[config.mk]
export PLATFORM = sky130hd
export DESIGN_NAME = approx_iter_mult
export DESIGN_NICKNAME = d
export VERILOG_FILES = /design/src/rtl/approx_iter_mult.sv
export SDC_FILE = /design/constraint.sdc
export NUM_CORES = 1
export LEC_CHECK = 0
export ABC_AREA = 0
export BUFFER_PORTS_ARGS = -buffer_cell sky130_fd_sc_hd__buf_2
export CORE_AREA = 2 2 87 151
export DETAILED_ROUTE_END_ITERATION = 8
export DIE_AREA = 0 0 89 153
export GPL_ROUTABILITY_DRIVEN = 0
export PLACE_DENSITY = 0.86
export SYNTH_ARGS = -nofsm -noshare
export SYNTH_HDL_FRONTEND = slang
export SYNTH_SLANG_ARGS = --single-unit
[constraint.sdc]
create_clock -name clk -period 9.6 [get_ports clk]
set_clock_uncertainty 0.1 [all_clocks]
set_input_delay 0.96 -clock clk [delete_from_list [all_inputs] [get_ports clk]]
set_output_delay 0.96 -clock clk [all_outputs]
set_load 0.01 [all_outputs]
[src/rtl/approx_iter_mult.sv]
`default_nettype none
// ============================================================================
// Module      : approx_iter_mult
// Description : Sequential shift-add W x W -> 2W unsigned multiplier with
//               runtime column truncation behind valid/ready handshakes.
// Revision    : 1.0 - initial release
// ============================================================================
module approx_iter_mult #(
    parameter int W          = 16,
    parameter int TRW        = $clog2(2*W),
    parameter int EARLY_EXIT = 0
) (
    input  logic             clk,
    input  logic             rst_n,
    input  logic             in_valid,
    output logic             in_ready,
    input  logic [W-1:0]     a,
    input  logic [W-1:0]     b,
    input  logic [TRW-1:0]   trunc,
    output logic             out_valid,
    input  logic             out_ready,
    output logic [2*W-1:0]   product,
    output logic             busy
);

    localparam int CW = $clog2(W);

    typedef enum logic [1:0] {
        S_IDLE = 2'd0,
        S_BUSY = 2'd1,
        S_DONE = 2'd2
    } state_t;

    state_t           state_q, state_d;
    logic [W-1:0]     a_q, b_q;
    logic [TRW-1:0]   trunc_q;
    logic [2*W-1:0]   acc_q, acc_d;
    logic [CW-1:0]    count_q, count_d;
    logic [2*W-1:0]   product_q;
    logic             out_valid_q;

    logic [2*W-1:0]   w_mask;
    logic [2*W-1:0]   w_pp;
    logic [CW:0]      w_next_idx;
    logic             w_last;
    logic             w_rest_zero;

    // Shift amounts at or beyond 2W give an all-zero mask, so the result is 0.
    assign w_mask      = {(2*W){1'b1}} << trunc_q;
    assign w_pp        = ({{W{1'b0}}, a_q} << count_q) & w_mask;
    assign w_next_idx  = {1'b0, count_q} + {{CW{1'b0}}, 1'b1};
    assign w_last      = (count_q == CW'(W-1));
    assign w_rest_zero = ((b_q >> w_next_idx) == '0);

    always_comb begin
        state_d = state_q;
        acc_d   = acc_q;
        count_d = count_q;
        unique case (state_q)
            S_IDLE: begin
                if (in_valid) begin
                    state_d = S_BUSY;
                    acc_d   = '0;
                    count_d = '0;
                end
            end
            S_BUSY: begin
                acc_d   = acc_q + (b_q[count_q] ? w_pp : '0);
                count_d = count_q + CW'(1);
                if (w_last || ((EARLY_EXIT != 0) && w_rest_zero)) begin
                    state_d = S_DONE;
                end
            end
            S_DONE: begin
                if (out_ready) begin
                    state_d = S_IDLE;
                end
            end
            default: state_d = S_IDLE;
        endcase
    end

    always_ff @(posedge clk) begin
        if (!rst_n) begin
            state_q     <= S_IDLE;
            a_q         <= '0;
            b_q         <= '0;
            trunc_q     <= '0;
            acc_q       <= '0;
            count_q     <= '0;
            product_q   <= '0;
            out_valid_q <= 1'b0;
        end else begin
            state_q     <= state_d;
            acc_q       <= acc_d;
            count_q     <= count_d;
            out_valid_q <= (state_d == S_DONE);
            if (state_q == S_IDLE && in_valid) begin
                a_q     <= a;
                b_q     <= b;
                trunc_q <= trunc;
            end
            // Result is captured once and then held through DONE and IDLE.
            if (state_q == S_BUSY && state_d == S_DONE) begin
                product_q <= acc_d;
            end
        end
    end

    assign in_ready  = (state_q == S_IDLE);
    assign busy      = (state_q == S_BUSY);
    assign out_valid = out_valid_q;
    assign product   = product_q;

endmodule
`default_nettype wire
==> qor.txt <==
Status - completed
Worst R2R Setup Slack - 4.72 ns
Final setup vio count - 0
Post-place instance area - 0.00707 mm2
Max FO, Critical Path - 32
Ant. Diodes - 0
CTS tree - done
Crit path max-delay family - compound AO/OA/AOI/OAI gates
Post-DP HPWL - 13400 um
Hold Buf Count CTS - 0
Area grow syn2layout - 10.5%
Post CTS Setup Buffer Count - 0
Syn. warnings - 0
Cell row count - 54
Final hold violations - 0
Largest net degree at the start of global routing - 61
Synthesized area - 0.00666 mm2
Clock latency on the worst-skew pair - 0.36 ns
Std-Cell Core Area - 0.0124 mm2
First-pass GRT wire length - 30000 um
Wirelength per Cell - 16.9 um
Max-Slew Margin vs Limit - 0.266
Ys flop type - dfxtp_1
Io pins - 76
DRT Wirelength - 18100 um
Worst Path Buf+Inv - 1
Synth Area per Inst - 7.73 um2
Root buffer cell - clkbuf_16
Area of the multi-input gates - 0.00420 mm2
Setup CP Type - flip-flop to flip-flop
Hold WS - 0.356 ns
First drt pass iteration count - 7
Worst setup EP type - flip-flop
Register area - 0.00216 mm2
Ys async rst share - 0
DR DRC count - 0
Depth of the CTS H-tree - 3
Worst slew pin tran - 1.10 ns
Most common cell after layout, fill and taps aside - nand2_1
Die Height - 153 um
Post-Syn Instances - 861
Total CTS buffers - 9
PortBufs - 75
Die area - 0.0136 mm2
Yosys reg bits - 108
WP data required - 9.73 ns
EDFF count, synth - 0
Largest stage delay on the critical path - 0.89 ns
Fillers - 1154
Routed Antenna Nets - 0
Leak Pwr - 0.00301 uW
Nets - 969
Die width - 89 um
Count of pins over their slew limit - 0
Clock-pin transition on the worst setup and hold timing paths - 0.08 ns
Synth cell types - 71
GRT Util Overall - 0.277
Hold/Removal Path Class - flip-flop to flip-flop
Post-synthesis net count - 935
Final Cell Area - 0.00736 mm2
Antenna violations before repair - 0
Worst-path cell chain - inv_1 > a21oi_1 > nand2b_1 > a2111oi_0 > ha_1 > a21oi_1 > o21ai_0 > a221oi_2 > a31oi_2 > a211oi_1 > o21a_1 > xor2_1 > o21ai_0
Routed vias - 6449
Final global-route overflow total - 0
CP max-delay cell - dfxtp_1
PwrDens - 129 mW/mm2
Initial drt markers - 514
Fraction of layout cells with a size suffix above 1 - 0.148
Most frequent cells in the layout - nand2_1 (157), dfxtp_1 (108), a21oi_1 (85)
Starting density of the core - 0.536
Final Cycle Share - 0.508
CP Launch Type - flip-flop
Vias/cell - 6.04
CTS max path bufs - 2
Min Tclk post-route - 4.88 ns
TNS Setup - 0 ns
CTS sink count - 108
Worst vdd ir - 92.5 uV
Max_cap viols - 0
Post_cts resized - 0
Seq/Total Area, Yosys - 0.325
Highest achievable clock rate - 0.205 GHz
Arrival time at the worst endpoint - 5.01 ns
Vias in the first global route - 6316
RSZ-0062 raised after global routing - no
-- sequential cells by signal (all words and copies together) (netlist names) --
name       count
a_q           16
acc_q         32
b_q           16
count_q        4
out_valid      1
product       32
state_q        2
trunc_q        5
-- worst paths after layout --
check / startpoint / to / cells after the start
setup / recovery: count_q[3]$_SDFFE_PN0P_ / acc_q[26]$_SDFF_PN0_ / 13
hold / removal: product[17]$_SDFFE_PN0P_ / product[17]$_SDFFE_PN0P_ / 2
setup reg to reg: count_q[3]$_SDFFE_PN0P_ / acc_q[26]$_SDFF_PN0_ / 13
hold reg to reg: product[17]$_SDFFE_PN0P_ / product[17]$_SDFFE_PN0P_ / 2
-- worst reg2reg max path, delay by kind of cell (launching register included) --
family | cells | cell delay (ns)
compound gates | 9 | 2.64
xor+xnor | 1 | 0.14
fa+ha+maj | 1 | 0.44
buf+inv | 1 | 0.27
flops | 1 | 0.89
simple gates | 1 | 0.26
-- where the power goes --
| part | total [uW] | switching [uW] | leakage [uW] | internal (uW) |
|---|---|---|---|---|
| clock | 370 | 188 | 0.000143 | 183 |
| combinational | 105 | 66.4 | 0.00199 | 38.2 |
| sequential | 471 | 12.3 | 0.000876 | 458 |
| total | 946 | 266 | 0.00301 | 679 |
-- layout make-up --
| cell class | instances | share of cell area |
|---|---|---|
| Sequential cell | 108 | 0.294 |
| Timing Repair Buffer | 84 | 0.0602 |
| Multi-Input combinational cell | 678 | 0.571 |
| Tap cell | 168 | 0.0286 |
| Inverter | 14 | 0.00714 |
| Clock inverter | 7 | 0.00867 |
| Clock buffer | 9 | 0.0306 |
-- per-stage QoR --
stage / util / power, uW / std cells / setup WS [ns]
after floorplan: - / 552 / 861 / 5.52
after global placement: 0.569 / 582 / 1052 / 5.04
after detailed placement: 0.569 / 584 / 1052 / 4.85
after CTS: 0.592 / 946 / 1068 / 4.83
after global routing: 0.592 / 978 / 1068 / 4.22
final: 0.592 / 946 / 1068 / 4.72
-- metal layers --
metal,vias to the layer above,global-route usage,share of wire
met2,258,0.468,0.51
met5,-,0,0
met1,2947,0.302,0.37
met3,82,0.0454,0.056
met4,0,0.195,0.067
li1,3162,-,-
-- cell usage after synthesis (all sizes together) (3+ instances only) --
| library cell | number | area share |
|---|---|---|
| a211oi | 25 | 0.030 |
| a21o | 9 | 0.010 |
| a21oi | 86 | 0.065 |
| a22oi | 9 | 0.010 |
| a311oi | 5 | 0.0066 |
| a31o | 3 | 0.0039 |
| a31oi | 8 | 0.0085 |
| a32o | 3 | 0.0045 |
| a32oi | 3 | 0.0039 |
| and2 | 10 | 0.0094 |
| and3 | 11 | 0.010 |
| buf | 18 | 0.013 |
| clkbuf | 43 | 0.024 |
| dfxtp | 108 | 0.32 |
| ha | 32 | 0.060 |
| inv | 14 | 0.0079 |
| mux2 | 7 | 0.012 |
| mux2i | 22 | 0.033 |
| mux4 | 7 | 0.024 |
| nand2 | 157 | 0.089 |
| nand2b | 9 | 0.0085 |
| nand3 | 21 | 0.016 |
| nand4 | 8 | 0.0075 |
| nor2 | 69 | 0.039 |
| nor2b | 7 | 0.0066 |
| nor3 | 16 | 0.012 |
| nor4 | 5 | 0.0047 |
| nor4b | 3 | 0.0039 |
| o211ai | 3 | 0.0054 |
| o21a | 10 | 0.011 |
| o21ai | 62 | 0.047 |
| o22ai | 4 | 0.0038 |
| o31ai | 3 | 0.0034 |
| or3 | 8 | 0.0075 |
| or4 | 3 | 0.0045 |
| xnor2 | 8 | 0.011 |
| xor2 | 12 | 0.016 |
-- kinds of logic after synthesis --
logic type,after synthesis,synth area share
AO/OA/AOI/OAI,254,0.244
AND/OR/NAND/NOR,335,0.228
buffers and inverters,75,0.0451
adder cells (fa/ha/maj),33,0.0631
flip-flops,108,0.325
XOR/XNOR,20,0.0263
multiplexers,36,0.0686
Note: power is estimated with default switching activity, not from simulation.
